[config.mk]
export PLATFORM = sky130hd
export DESIGN_NAME = ps2_key_sequencer
export DESIGN_NICKNAME = d
export VERILOG_FILES = /design/src/rtl/ps2_key_sequencer_pkg.sv /design/src/rtl/ps2_key_lookup.sv /design/src/rtl/ps2_key_sequencer.sv
export SDC_FILE = /design/constraint.sdc
export NUM_CORES = 1
export LEC_CHECK = 0
export ABC_CLOCK_PERIOD_IN_PS = 2800
export CAP_MARGIN = 20
export CORE_ASPECT_RATIO = 0.7
export CORE_MARGIN = 4
export CORE_UTILIZATION = 50
export CTS_CLUSTER_DIAMETER = 120
export DETAILED_ROUTE_END_ITERATION = 7
export PLACE_DENSITY = 0.74
export SYNTH_ARGS = -nofsm -noshare
export SYNTH_HDL_FRONTEND = slang
export SYNTH_HIERARCHICAL = 1
export SYNTH_SLANG_ARGS = --single-unit
[constraint.sdc]
create_clock -name clk -period 2.8 [get_ports clk]
set_clock_uncertainty 0.15 [all_clocks]
set_input_delay 0.28 -clock clk [delete_from_list [all_inputs] [get_ports clk]]
set_output_delay 0.28 -clock clk [all_outputs]
set_load 0.005 [all_outputs]
[src/rtl/ps2_key_sequencer_pkg.sv]
// Shared definitions for the PS/2 key sequencer: scan-code set 2 bytes,
// key bit positions in the held bitmap, and sequencer state encodings.
package ps2_key_defs;

  // Prefix bytes
  localparam logic [7:0] SC_EXT   = 8'hE0;
  localparam logic [7:0] SC_BRK   = 8'hF0;

  // Non-extended key codes
  localparam logic [7:0] SC_A     = 8'h1C;
  localparam logic [7:0] SC_B     = 8'h32;
  localparam logic [7:0] SC_C     = 8'h21;
  localparam logic [7:0] SC_D     = 8'h23;

  // Extended key codes (only valid after E0)
  localparam logic [7:0] SC_UP    = 8'h75;
  localparam logic [7:0] SC_DOWN  = 8'h72;
  localparam logic [7:0] SC_LEFT  = 8'h6B;
  localparam logic [7:0] SC_RIGHT = 8'h74;

  // Key indices, equal to the bit position in key_held
  localparam logic [2:0] KEY_A     = 3'd0;
  localparam logic [2:0] KEY_B     = 3'd1;
  localparam logic [2:0] KEY_C     = 3'd2;
  localparam logic [2:0] KEY_D     = 3'd3;
  localparam logic [2:0] KEY_UP    = 3'd4;
  localparam logic [2:0] KEY_DOWN  = 3'd5;
  localparam logic [2:0] KEY_LEFT  = 3'd6;
  localparam logic [2:0] KEY_RIGHT = 3'd7;

  // Sequencer states
  localparam logic [1:0] ST_IDLE    = 2'd0;
  localparam logic [1:0] ST_EXT     = 2'd1;
  localparam logic [1:0] ST_BRK     = 2'd2;
  localparam logic [1:0] ST_EXT_BRK = 2'd3;

endpackage

[src/rtl/ps2_key_lookup.sv]
// Maps a scan-code byte to one of the eight tracked keys. The extended flag
// selects which code table applies, so a code from the wrong table misses.
module ps2_key_lookup
  import ps2_key_defs::*;
(
  input  logic [7:0] code,
  input  logic       ext,
  output logic       hit,
  output logic [2:0] idx
);

  // Table lookup, split by extended flag
  always_comb begin
    hit = 1'b0;
    idx = 3'd0;
    if (ext) begin
      case (code)
        SC_UP:    begin hit = 1'b1; idx = KEY_UP;    end
        SC_DOWN:  begin hit = 1'b1; idx = KEY_DOWN;  end
        SC_LEFT:  begin hit = 1'b1; idx = KEY_LEFT;  end
        SC_RIGHT: begin hit = 1'b1; idx = KEY_RIGHT; end
        default:  begin hit = 1'b0; idx = 3'd0;      end
      endcase
    end else begin
      case (code)
        SC_A:     begin hit = 1'b1; idx = KEY_A; end
        SC_B:     begin hit = 1'b1; idx = KEY_B; end
        SC_C:     begin hit = 1'b1; idx = KEY_C; end
        SC_D:     begin hit = 1'b1; idx = KEY_D; end
        default:  begin hit = 1'b0; idx = 3'd0;  end
      endcase
    end
  end

endmodule

[src/rtl/ps2_key_sequencer.sv]
// PS/2 scan-code set 2 sequencer for eight keys.
//
// state      | meaning
// -----------+------------------------------------------------
// IDLE       | no prefix seen, next byte is make/prefix
// EXT        | E0 seen, expecting extended make or F0
// BRK        | F0 seen, expecting non-extended break code
// EXT_BRK    | E0 F0 seen, expecting extended break code
//
// Bytes are only consumed while no event is pending; a byte arriving with an
// event outstanding is dropped and flagged. Prefix states time out back to IDLE.
module ps2_key_sequencer
  import ps2_key_defs::*;
#(
  parameter int TIMEOUT_CYCLES = 2_500_000,
  parameter int TO_W           = 22
) (
  input  logic       clk,
  input  logic       reset,
  input  logic       rx_done_tick,
  input  logic [7:0] rx_data,
  output logic       rx_en,
  output logic [7:0] key_held,
  output logic       evt_valid,
  input  logic       evt_ready,
  output logic [2:0] evt_key,
  output logic       evt_press,
  output logic       seq_error
);

  localparam logic [TO_W-1:0] TO_LAST = TO_W'(TIMEOUT_CYCLES - 1);

  logic [1:0]      state;
  logic [1:0]      state_nxt;
  logic [TO_W-1:0] to_cnt;

  logic       accepted;
  logic       dropped;
  logic       timeout_hit;
  logic       lk_ext;
  logic       lk_hit;
  logic [2:0] lk_idx;
  logic       do_make;
  logic       do_break;
  logic       load_press;
  logic       load_release;
  logic       evt_valid_nxt;
  logic       seq_error_nxt;

  assign accepted    = rx_done_tick & ~evt_valid;
  assign dropped     = rx_done_tick & evt_valid;
  assign timeout_hit = (state != ST_IDLE) && (to_cnt == TO_LAST);
  assign lk_ext      = (state == ST_EXT) || (state == ST_EXT_BRK);

  ps2_key_lookup u_lookup (
    .code (rx_data),
    .ext  (lk_ext),
    .hit  (lk_hit),
    .idx  (lk_idx)
  );

  // Next-state and make/break decode; an accepted byte takes priority over timeout
  always_comb begin
    state_nxt = state;
    do_make   = 1'b0;
    do_break  = 1'b0;
    if (accepted) begin
      case (state)
        ST_IDLE: begin
          if (rx_data == SC_EXT)      state_nxt = ST_EXT;
          else if (rx_data == SC_BRK) state_nxt = ST_BRK;
          else begin
            state_nxt = ST_IDLE;
            do_make   = lk_hit;
          end
        end
        ST_EXT: begin
          if (rx_data == SC_BRK) state_nxt = ST_EXT_BRK;
          else begin
            state_nxt = ST_IDLE;
            do_make   = lk_hit;
          end
        end
        default: begin
          state_nxt = ST_IDLE;
          do_break  = lk_hit;
        end
      endcase
    end else if (timeout_hit) begin
      state_nxt = ST_IDLE;
    end
  end

  // Typematic repeats and breaks of unheld keys produce no event
  assign load_press    = do_make  & ~key_held[lk_idx];
  assign load_release  = do_break &  key_held[lk_idx];
  assign evt_valid_nxt = load_press | load_release | (evt_valid & ~evt_ready);
  assign seq_error_nxt = dropped | (timeout_hit & ~accepted);

  // State, timeout counter, bitmap, event register and receiver gating
  always_ff @(posedge clk) begin
    if (reset) begin
      state     <= ST_IDLE;
      to_cnt    <= '0;
      key_held  <= 8'h00;
      evt_valid <= 1'b0;
      evt_key   <= 3'd0;
      evt_press <= 1'b0;
      seq_error <= 1'b0;
      rx_en     <= 1'b0;
    end else begin
      state     <= state_nxt;
      seq_error <= seq_error_nxt;
      evt_valid <= evt_valid_nxt;
      rx_en     <= ~evt_valid_nxt;

      if (accepted || timeout_hit || (state == ST_IDLE)) to_cnt <= '0;
      else                                             to_cnt <= to_cnt + 1'b1;

      if (load_press) begin
        key_held[lk_idx] <= 1'b1;
        evt_key          <= lk_idx;
        evt_press        <= 1'b1;
      end else if (load_release) begin
        key_held[lk_idx] <= 1'b0;
        evt_key          <= lk_idx;
        evt_press        <= 1'b0;
      end
    end
  end

endmodule

Yosys cells after proc, flatten, opt, wreduce, memory -nomap -nowiden
Cells that the tools add are included.
{ "totals": {"ff_bits": 39, "inputBits": 12, "output_inout_bits": 15, "word_cells": 82} }
{ "op_classes": {"n_addsub": 1, "order_cmp": 2, "n_eq_ne": 13, "muxes": 28, "bitwise": 17, "reduce_logical": 13} }
{ "op_table": {"columns": ["cell", "count"], "rows": [
  ["$eq A8 B7 Y1 const B", 4],
  ["$eq A8 B6 Y1 const B", 3],
  ["$add A22 B1 Y22 const B", 1],
  ["$eq A22 B22 Y1 const B", 1],
  ["$eq A8 B8 Y1 const B", 2],
  ["$mux W8", 2],
  ["$mux W1", 12],
  ["$pmux W3 S4", 1],
  ["$mux W2", 5],
  ["$mux W3", 3],
  ["$and A8 B8 Y8", 1],
  ["$eq A8 B5 Y1 const B", 1],
  ["$not A8 Y8", 1],
  ["$or A8 B8 Y8", 1],
  ["$reduce_or A4 Y1", 2],
  ["$and A1 B1 Y1", 6],
  ["$pmux W2 S3", 1],
  ["$reduce_bool A2 Y1", 3],
  ["$not A1 Y1", 5],
  ["$lt A3 B4 Y1 const B", 1],
  ["$pmux W2 S2", 1],
  ["$reduce_or A2 Y1", 2],
  ["$bmux W1 S3", 1],
  ["$demux W1 S3", 1],
  ["other kinds (8)", 13]
]} }

Logic depth before layout (Yosys ltp)
Gate-level depths: netlist of run 1.
{ "depth": {"depth_word": 12, "ltp_mapped": 10, "depth_no_buf": 8} }

Cells and area by module
Netlist of run 1, hierarchy kept.
{ "modules_own_cells": {"columns": ["module", "n_inst", "cells_per_inst", "area_per_inst_um2", "seq_area_each_um2"], "rows": [
  ["ps2_key_sequencer", 1, 221, 2049.5, 780.7],
  ["ps2_key_lookup", 1, 24, 183.9, 0.0]
]} }

Least setup slack after synthesis of run 1
No wires, ideal clock.
{ "synth_timing": {"kind": "flip-flop to flip-flop", "start": "reg state[0]", "end": "reg with a tool-made name", "setup_ns": 0.112, "t_arrival_ns": 2.544, "required_ns": 2.538, "setup_slack_ns": -0.006, "stages_incl_launch_ff": 9, "n_path_buf": 2, "synth_period_minus_slack_ns": 2.806, "path_cell_list": "dfxtp_1 clkbuf_1 nand4b_1 o22ai_1 buf_4 mux4_2 mux2i_4 mux2_2 a2111oi_1"} }
{ "synth_lines": {"columns": ["item", "line_no", "rtl"], "rows": [
  ["from (decl)", "ps2_key_sequencer.sv:33", "logic [1:0] state;"],
  ["from (signal assigned)", "ps2_key_sequencer.sv:112", "state <= state_nxt;"]
]} }

Worst setup path after layout of run 1
{ "layout_timing": {"start": "reg state[0]", "end": "reg evt_valid"} }
{ "layout_via": {"elab_cells_between_ends": 20, "classes_between": "2 x eq/ne; 10 x mux; 5 x bitwise; 3 x reduce/logical"} }
{ "layout_lines": {"columns": ["item", "line_no", "rtl"], "rows": [
  ["$eq A2 B1 Y1 or $eq A2 B2 Y1 (tied branches)", "ps2_key_sequencer.sv:53", "assign lk_ext = (state == ST_EXT) || (state == ST_EXT_BRK);"],
  ["$logic_or A1 B1 Y1 (*)", "ps2_key_sequencer.sv:53", null],
  ["$mux W3 (*)", "ps2_key_lookup.sv:16", "if (ext) begin"],
  ["named net lk_idx[0]", "ps2_key_sequencer.sv:42", "logic [2:0] lk_idx;"],
  ["$bmux W1 S3 (*)", "ps2_key_sequencer.sv:95, ps2_key_sequencer.sv:96", null],
  ["$mux W1 (implied by the code) (*)", "ps2_key_sequencer.sv:95, ps2_key_sequencer.sv:96", null],
  ["$not A1 Y1", "ps2_key_sequencer.sv:95", "assign load_press = do_make & ~key_held[lk_idx];"],
  ["$and A1 B1 Y1", "ps2_key_sequencer.sv:95", null],
  ["$or A1 B1 Y1 (*) (2 in a row)", "ps2_key_sequencer.sv:97", "assign evt_valid_nxt = load_press | load_release | (evt_valid & ~evt_ready);"],
  ["to (signal assigned)", "ps2_key_sequencer.sv:114", "evt_valid <= evt_valid_nxt;"],
  ["to (decl)", "ps2_key_sequencer.sv:24", "output logic evt_valid,"]
]} }
Mark *: on every way through the listed nets, which the timed path passes. The rest lies on a longest branch. The select of a mux whose other input is x is not followed.
A chain may end at the register's enable or synchronous reset.

==> results of run 1 <==
cells in the mapped netlist, drive strengths merged, types with 2 or more instances:
master  number  area (µm²)
dfxtp       39       780.8
nand2       17       78.82
nor3        15       75.07
inv         13       48.79
nand3       11       65.06
a21oi       10       50.05
nand2b      10       62.56
a211oi       9       82.58
o31ai        9       67.56
or4          8       71.32
clkbuf       7       26.28
nor4         7       43.79
xor2         7       61.31
buf          5       40.04
o21ai        5       28.78
xnor2        5       43.79
and2         4       25.02
mux2i        4       52.55
nor2         4       15.01
o32ai        4       35.03
and3         3       18.77
and4         3       26.28
mux2         3       37.53
nor4b        3       26.28
or3          3       23.77
a22oi        2       20.02
a311oi       2       17.52
and2b        2       17.52
mux4         2       45.04
nand4        2       12.51
nand4b       2       17.52
nor2b        2       12.51
nor3b        2       20.02
o22ai        2       12.51
o41ai        2       17.52
area by class of cell:
class                   count  area [µm²]  area share [%]
multi-input cells         180        1366           47.19
flip-flops and latches     39       780.7           26.97
repair buffers             56       509.2           17.59
clock buffers               6       82.58           2.852
well taps                  55       68.82           2.377
inverters                  13       48.80           1.685
clock inverters             2       38.79           1.340
metal layers:
layer	vias up	GRT usage [%]	wire length [µm]
li1	1033	-	-
met2	57	32.42	2469
met3	5	4.253	415
met5	-	0	0
met4	0	4.981	41
met1	992	34.74	2886
metrics by stage:
step,instance area (µm²),setup slack [ns]
3_3_place_gp,2698,-0.2699
6_report,2895,0.1679
5_1_grt,2895,0.07854
3_5_place_dp,2698,-0.3386
2_1_floorplan,2235,0.02209
4_1_cts,2831,-0.003629
timing repair:
item,in CTS,in global routing
pin swaps,1,1
gates resized for setup,1,16
setup endpoints to repair,2,13
buffers inserted,1,1
final timing paths:
kind	from	cells after the start	slack (ns)	to
worst min register to register	evt_key[2]	2	0.33	evt_key[2]
worst max-delay path	state[0]	9	0.17	evt_valid
worst max register to register	state[0]	9	0.17	evt_valid
worst min-delay path	evt_key[2]	2	0.33	evt_key[2]
critical path: cells and delay by family, from the launching register on:
family          cells  cell delay [ns]
mux                 3             1.09
buf+inv             2             0.32
flops               1             0.41
compound gates      3             0.42
xor+xnor            1             0.15
where the power goes:
group	leakage [nW]	internal (mW)	switching (mW)
clock network	0.0618	0.293	0.209
registers	0.314	0.555	0.000691
logic	0.649	0.0425	0.0376
cells by family after synthesis:
| logic type | share of synthesized area, % |
|---|---|
| buffers and inverters | 5.546 |
| AO/OA/AOI/OAI | 18.32 |
| AND/OR/NAND/NOR | 29.86 |
| XOR/XNOR | 4.706 |
| adder cells (fa/ha/maj) | 0.5601 |
| flip-flops | 34.96 |
| multiplexers | 6.050 |
==> results.md, run 1 <==
- Starting Density: 51.59%
- Final Hold Fails: 0
- Die width: between 80 and 90 µm
- I/O pin cnt: 27
- Core area: 0.004329 mm²
- Critical path arrival: 2.67 ns
- Share of cells above drive strength 1: between 20 and 25%
- Synthesized Nets: ~260
- Max Cap Viol: 0
- Global-route wire length before repair: approximately 10000 µm
- Period utilization: between 90% and 100%
- Global route overflow: 0
- Commonest non-fill, non-tap cells in the layout: dfxtp_1 (39), buf_4 (29), clkdlybuf4s50_1 (18)
- TritonCTS clock tree: yes
- Crit path capture type: flip-flop
- VDD IR-drop max: approximately 0.31 mV
- Final Non-Filler Cells: between 300 and 400
- ANT cells: 0
- LEAKAGE: between 1 and 1.5 nW
- Vias: 2087
- Global-route usage over all layers: a little under a quarter
- Startpoint Class: flip-flop
- Clock Tree Root: clkbuf_8
- Routability Congestion: between 0.8 and 0.9
- Slew Limit Headroom: 75.50%
- Die Ht: 63.92 µm
- Placed cells: ~340
- Initial antenna violation count: 0
- Netlist Area Pre-Place: about 0.0022 mm²
- Max stage delay on crit path: ~0.53 ns
- Clock Tree Buf Depth: 2
- First-pass DRT Iterations: 4
- Largest net degree at the start of global routing: 24
- Post-CTS Hold Buffers: 0
- Sequential-to-total area share from yosys stat: between 30% and 40%
- Fillers: roughly 360
- Required time worst endpoint: between 2 and 3 ns
- DPL Wire Length: 4209 µm
- Syn Area/Cell: ~9.1 µm²
- Cts bufs inserted: 5
- Setup CP Type: flip-flop to flip-flop
- Syn Inst Count: ~250
- PortBufs: 26
- Layout Nets: 308
- Rows: 20
- Crit Path Max Fanout: 5
- Critical Path, Cell by Cell: xnor2_1 -> a22oi_1 -> o22ai_1 -> buf_4 -> mux4_2 -> mux2i_4 -> buf_6 -> mux2_2 -> o21ba_1
- Status: completed
- YS warnings: 6
- Post-layout utilization of the core: approximately two thirds
- Fin. max-slew vios: 0
- Worst-path clk slew: about 0.080 ns
- Hold slack: approximately 0.33 ns
- Overall power: between 1 and 1.5 mW
- Maximum level of the CTS H-tree: 2
- 1st-iter DRT viols: roughly 190
- Clock sinks: 39
- Post-synth EDFFs: 0
- #FFs+latches synth: 39
- Commonest non-fill, non-tap cell in the layout: dfxtp_1
- P per Cell Area: slightly below 400 mW/mm²
- Maximum clock rate: 379.9 MHz
- Number of global-route vias before repair: 2003
- Yosys cell types: 67
- Async SR Flop Fraction: 0%
- Vias per inst: ~5.9
- DR DRC count: 0
- Synth Flop Type: dfxtp_1
- Slowest CP cell: mux4_2
- Final Critical Period: around 2.6 ns
- Antenna Nets Post-Route: 0
- Clk Latency, worst-skew pair: between 0.2 and 0.3 ns
- Syn-to-layout area delta: 29.64%
- Fin Setup TNS: 0 ns
- HP Class: flip-flop to flip-flop
- Worst-Margin Slew: 0.3625 ns
- Die Area: roughly 0.0056 mm²
- Total wire length: around 5800 µm
- Avg WL per Cell: between 15 and 20 µm
- Setup-failing EPs final: 0
- RSZ-0062 raised after global routing: no
Note: power is estimated with default switching activity, not from simulation.
==> run 2, diff against run 1 <==
TNS_END_PERCENT = 50   (was not set)
==> results of run 2 <==
Final layout, timing and power as in run 1 (identical DEF).
==> run 3, diff against run 2 <==
CORE_MARGIN = 2   (was 4)
==> run 3 against run 2 <==
Compared with the run above: worst hold slack got worse by 0.0064 ns; cell count fell by 0.28%; sequential power barely moved; sequential share of layout area rose by 0.27 points; critical path depth rose by 2; clock power fell by 25%; power fell by 11%; clock-buffer cell count did not move; combinational power fell by 2%; via count rose by 0.53%; register-to-register slack improved by 0.03 ns; largest cell class unchanged.
==> results.md, run 3 (same netlist as run 1, synthesis figures left out) <==
- Period utilization: 93.89% (was 94.00%)
- Largest net degree at the start of global routing: 24 (unchanged)
- Overall power: 1.011 mW (was 1.139 mW)
- Status: completed (unchanged)
- ANT cells: 0 (unchanged)
- LEAKAGE: 1.002 nW (was 1.025 nW)
- Core area: 0.004329 mm² (unchanged)
- Placed cells: 340 (was 341)
- First-pass DRT Iterations: 4 (unchanged)
- Final Critical Period: 2.629 ns (was 2.632 ns)
- Slew Limit Headroom: 66.84% (was 75.50%)
- Antenna Nets Post-Route: 0 (unchanged)
- Commonest non-fill, non-tap cell in the layout: dfxtp_1 (unchanged)
- Global-route wire length before repair: 8818 µm (was 10050 µm)
- DPL Wire Length: 4045 µm (was 4209 µm)
- Share of cells above drive strength 1: 22.03% (was 22.30%)
- VDD IR-drop max: 0.2466 mV (was 0.3081 mV)
- Worst-path clk slew: 0.08 ns (about the same)
- Maximum clock rate: 380.4 MHz (was 379.9 MHz)
- I/O pin cnt: 27 (unchanged)
- Clock Tree Root: clkbuf_8 (unchanged)
- Worst-Margin Slew: 0.4929 ns (was 0.3625 ns)
- Number of global-route vias before repair: 1797 (was 2003)
- DR DRC count: 0 (unchanged)
- Crit Path Max Fanout: 6 (was 5)
- Max Cap Viol: 0 (unchanged)
- Clock Tree Buf Depth: 2 (unchanged)
- Layout Nets: 307 (was 308)
- Initial antenna violation count: 0 (unchanged)
- Fin. max-slew vios: 0 (unchanged)
- PortBufs: 26 (unchanged)
- Worst R2R Start: state[0] (unchanged)
- Starting Density: 51.59% (unchanged)
- Die Ht: 59.92 µm (was 63.92 µm)
- TritonCTS clock tree: yes (unchanged)
- Startpoint Class: input pin (was flip-flop)
- Crit path capture type: flip-flop (unchanged)
- Vias per inst: 5.994 (was 5.946)
- Global route overflow: 0 (unchanged)
- HP Start: evt_key[1] (was evt_key[2])
- Post-layout utilization of the core: 66.21% (was 66.88%)
- Final Hold Fails: 0 (unchanged)
- Total wire length: 5598 µm (was 5813 µm)
- Avg WL per Cell: 15.99 µm (was 16.56 µm)
- Global-route usage over all layers: 22.54% (was 22.60%)
- Final Non-Filler Cells: 350 (was 351)
- Syn-to-layout area delta: 28.35% (was 29.64%)
- Maximum level of the CTS H-tree: 2 (unchanged)
- Fin Setup TNS: 0 ns (unchanged)
- Die width: 83.88 µm (was 87.88 µm)
- 1st-iter DRT viols: 122 (was 185)
- Vias: 2098 (was 2087)
- Die Area: 0.005026 mm² (was 0.005617 mm²)
- HP Class: flip-flop to flip-flop (unchanged)
- Critical path arrival: 2.66 ns (was 2.67 ns)
- Required time worst endpoint: 2.83 ns (was 2.84 ns)
- Hold slack: 0.3258 ns (was 0.3322 ns)
- Reg area: 780.7 µm² (unchanged)
- Clk Latency, worst-skew pair: 0.29 ns (about the same)
- Crit. Startpoint: rx_data[3] (was state[0])
- Footprint of the multi-input gates: 0.001385 mm² (was 0.001366 mm²)
- Cts bufs inserted: 5 (unchanged)
- Clock sinks: 39 (unchanged)
- Commonest non-fill, non-tap cells in the layout: dfxtp_1 (39), buf_4 (28), clkdlybuf4s50_1 (18) (was dfxtp_1 (39), buf_4 (29), clkdlybuf4s50_1 (18))
- Rows: 20 (unchanged)
- P per Cell Area: 352.8 mW/mm² (was 393.2 mW/mm²)
- Setup-failing EPs final: 0 (unchanged)
- Routability Congestion: 0.8874 (was 0.8721)
- RSZ-0062 raised after global routing: no (unchanged)
- Setup CP Type: input pin to flip-flop (was flip-flop to flip-flop)
- Fillers: 352 (was 356)
## run 3: changes by cell type in the layout (fill, tap and decap cells not counted), sizes merged
cell,change
buf,-1
bufinv,-1
clkinv,+1
clkinvlp,+1
dlygate4sd2,+1
dlymetal6s2s,-1
inv,-1
## run 3: cell type report
| cell class | instances | share of cell area, % |
|---|---|---|
| Inverter | 13 | 1.702 |
| Clock buffer | 6 | 2.532 |
| Clock inverter | 2 | 0.4365 |
| Sequential cell | 39 | 27.24 |
| Tap cell | 55 | 2.401 |
| Timing Repair Buffer | 55 | 17.37 |
| Multi-Input combinational cell | 180 | 48.32 |
## run 3: path summary, 6_finish.rpt
check                     to  slack, ns  depth (start not counted)
hold / removal    evt_key[1]       0.33                          2
hold reg to reg   evt_key[1]       0.33                          2
setup reg to reg   flip-flop       0.20                          9
setup / recovery   flip-flop       0.17                         11
## run 3: stage by stage
stage	setup WS [ns]	cell area (µm²)
4_1_cts	-0.002511	2805
6_report	0.1711	2867
3_5_place_dp	-0.3931	2690
3_3_place_gp	-0.3410	2690
2_1_floorplan	0.02209	2235
5_1_grt	0.02876	2867
## run 3: worst max-delay path: stages
cell and delay [ns]:
dlygate4sd2_1 0.31, nor3b_4 0.27, nand2_1 0.08, o22ai_1 0.15, buf_4 0.16, mux4_2 0.53, mux2i_4 0.20, buf_6 0.14
buf_4 0.13, nor4_1 0.06, o32ai_1 0.35
## run 3: power breakdown
group / internal [mW] / leakage, nW / switching [mW]
registers: 0.555 / 0.314 / 0.000699
logic: 0.0407 / 0.647 / 0.0378
clock network: 0.174 / 0.0412 / 0.203
total: 0.770 / 1.00 / 0.241
## run 3: routing by layer
| layer | track usage, % | routed length, µm | vias to the layer above |
|---|---|---|---|
| met5 | 0 | 0 | - |
| met4 | 6.452 | 42 | 0 |
| met3 | 4.282 | 461 | 5 |
| met2 | 31.09 | 2243 | 66 |
| met1 | 35.23 | 2851 | 993 |
| li1 | - | - | 1034 |
## run 3: what timing repair did
item,CTS,global route
resized for setup,6,14
setup buffers,1,1
cloned,0,0
hold buffers,0,0
pin swaps,0,2
setup endpoints to repair,7,12
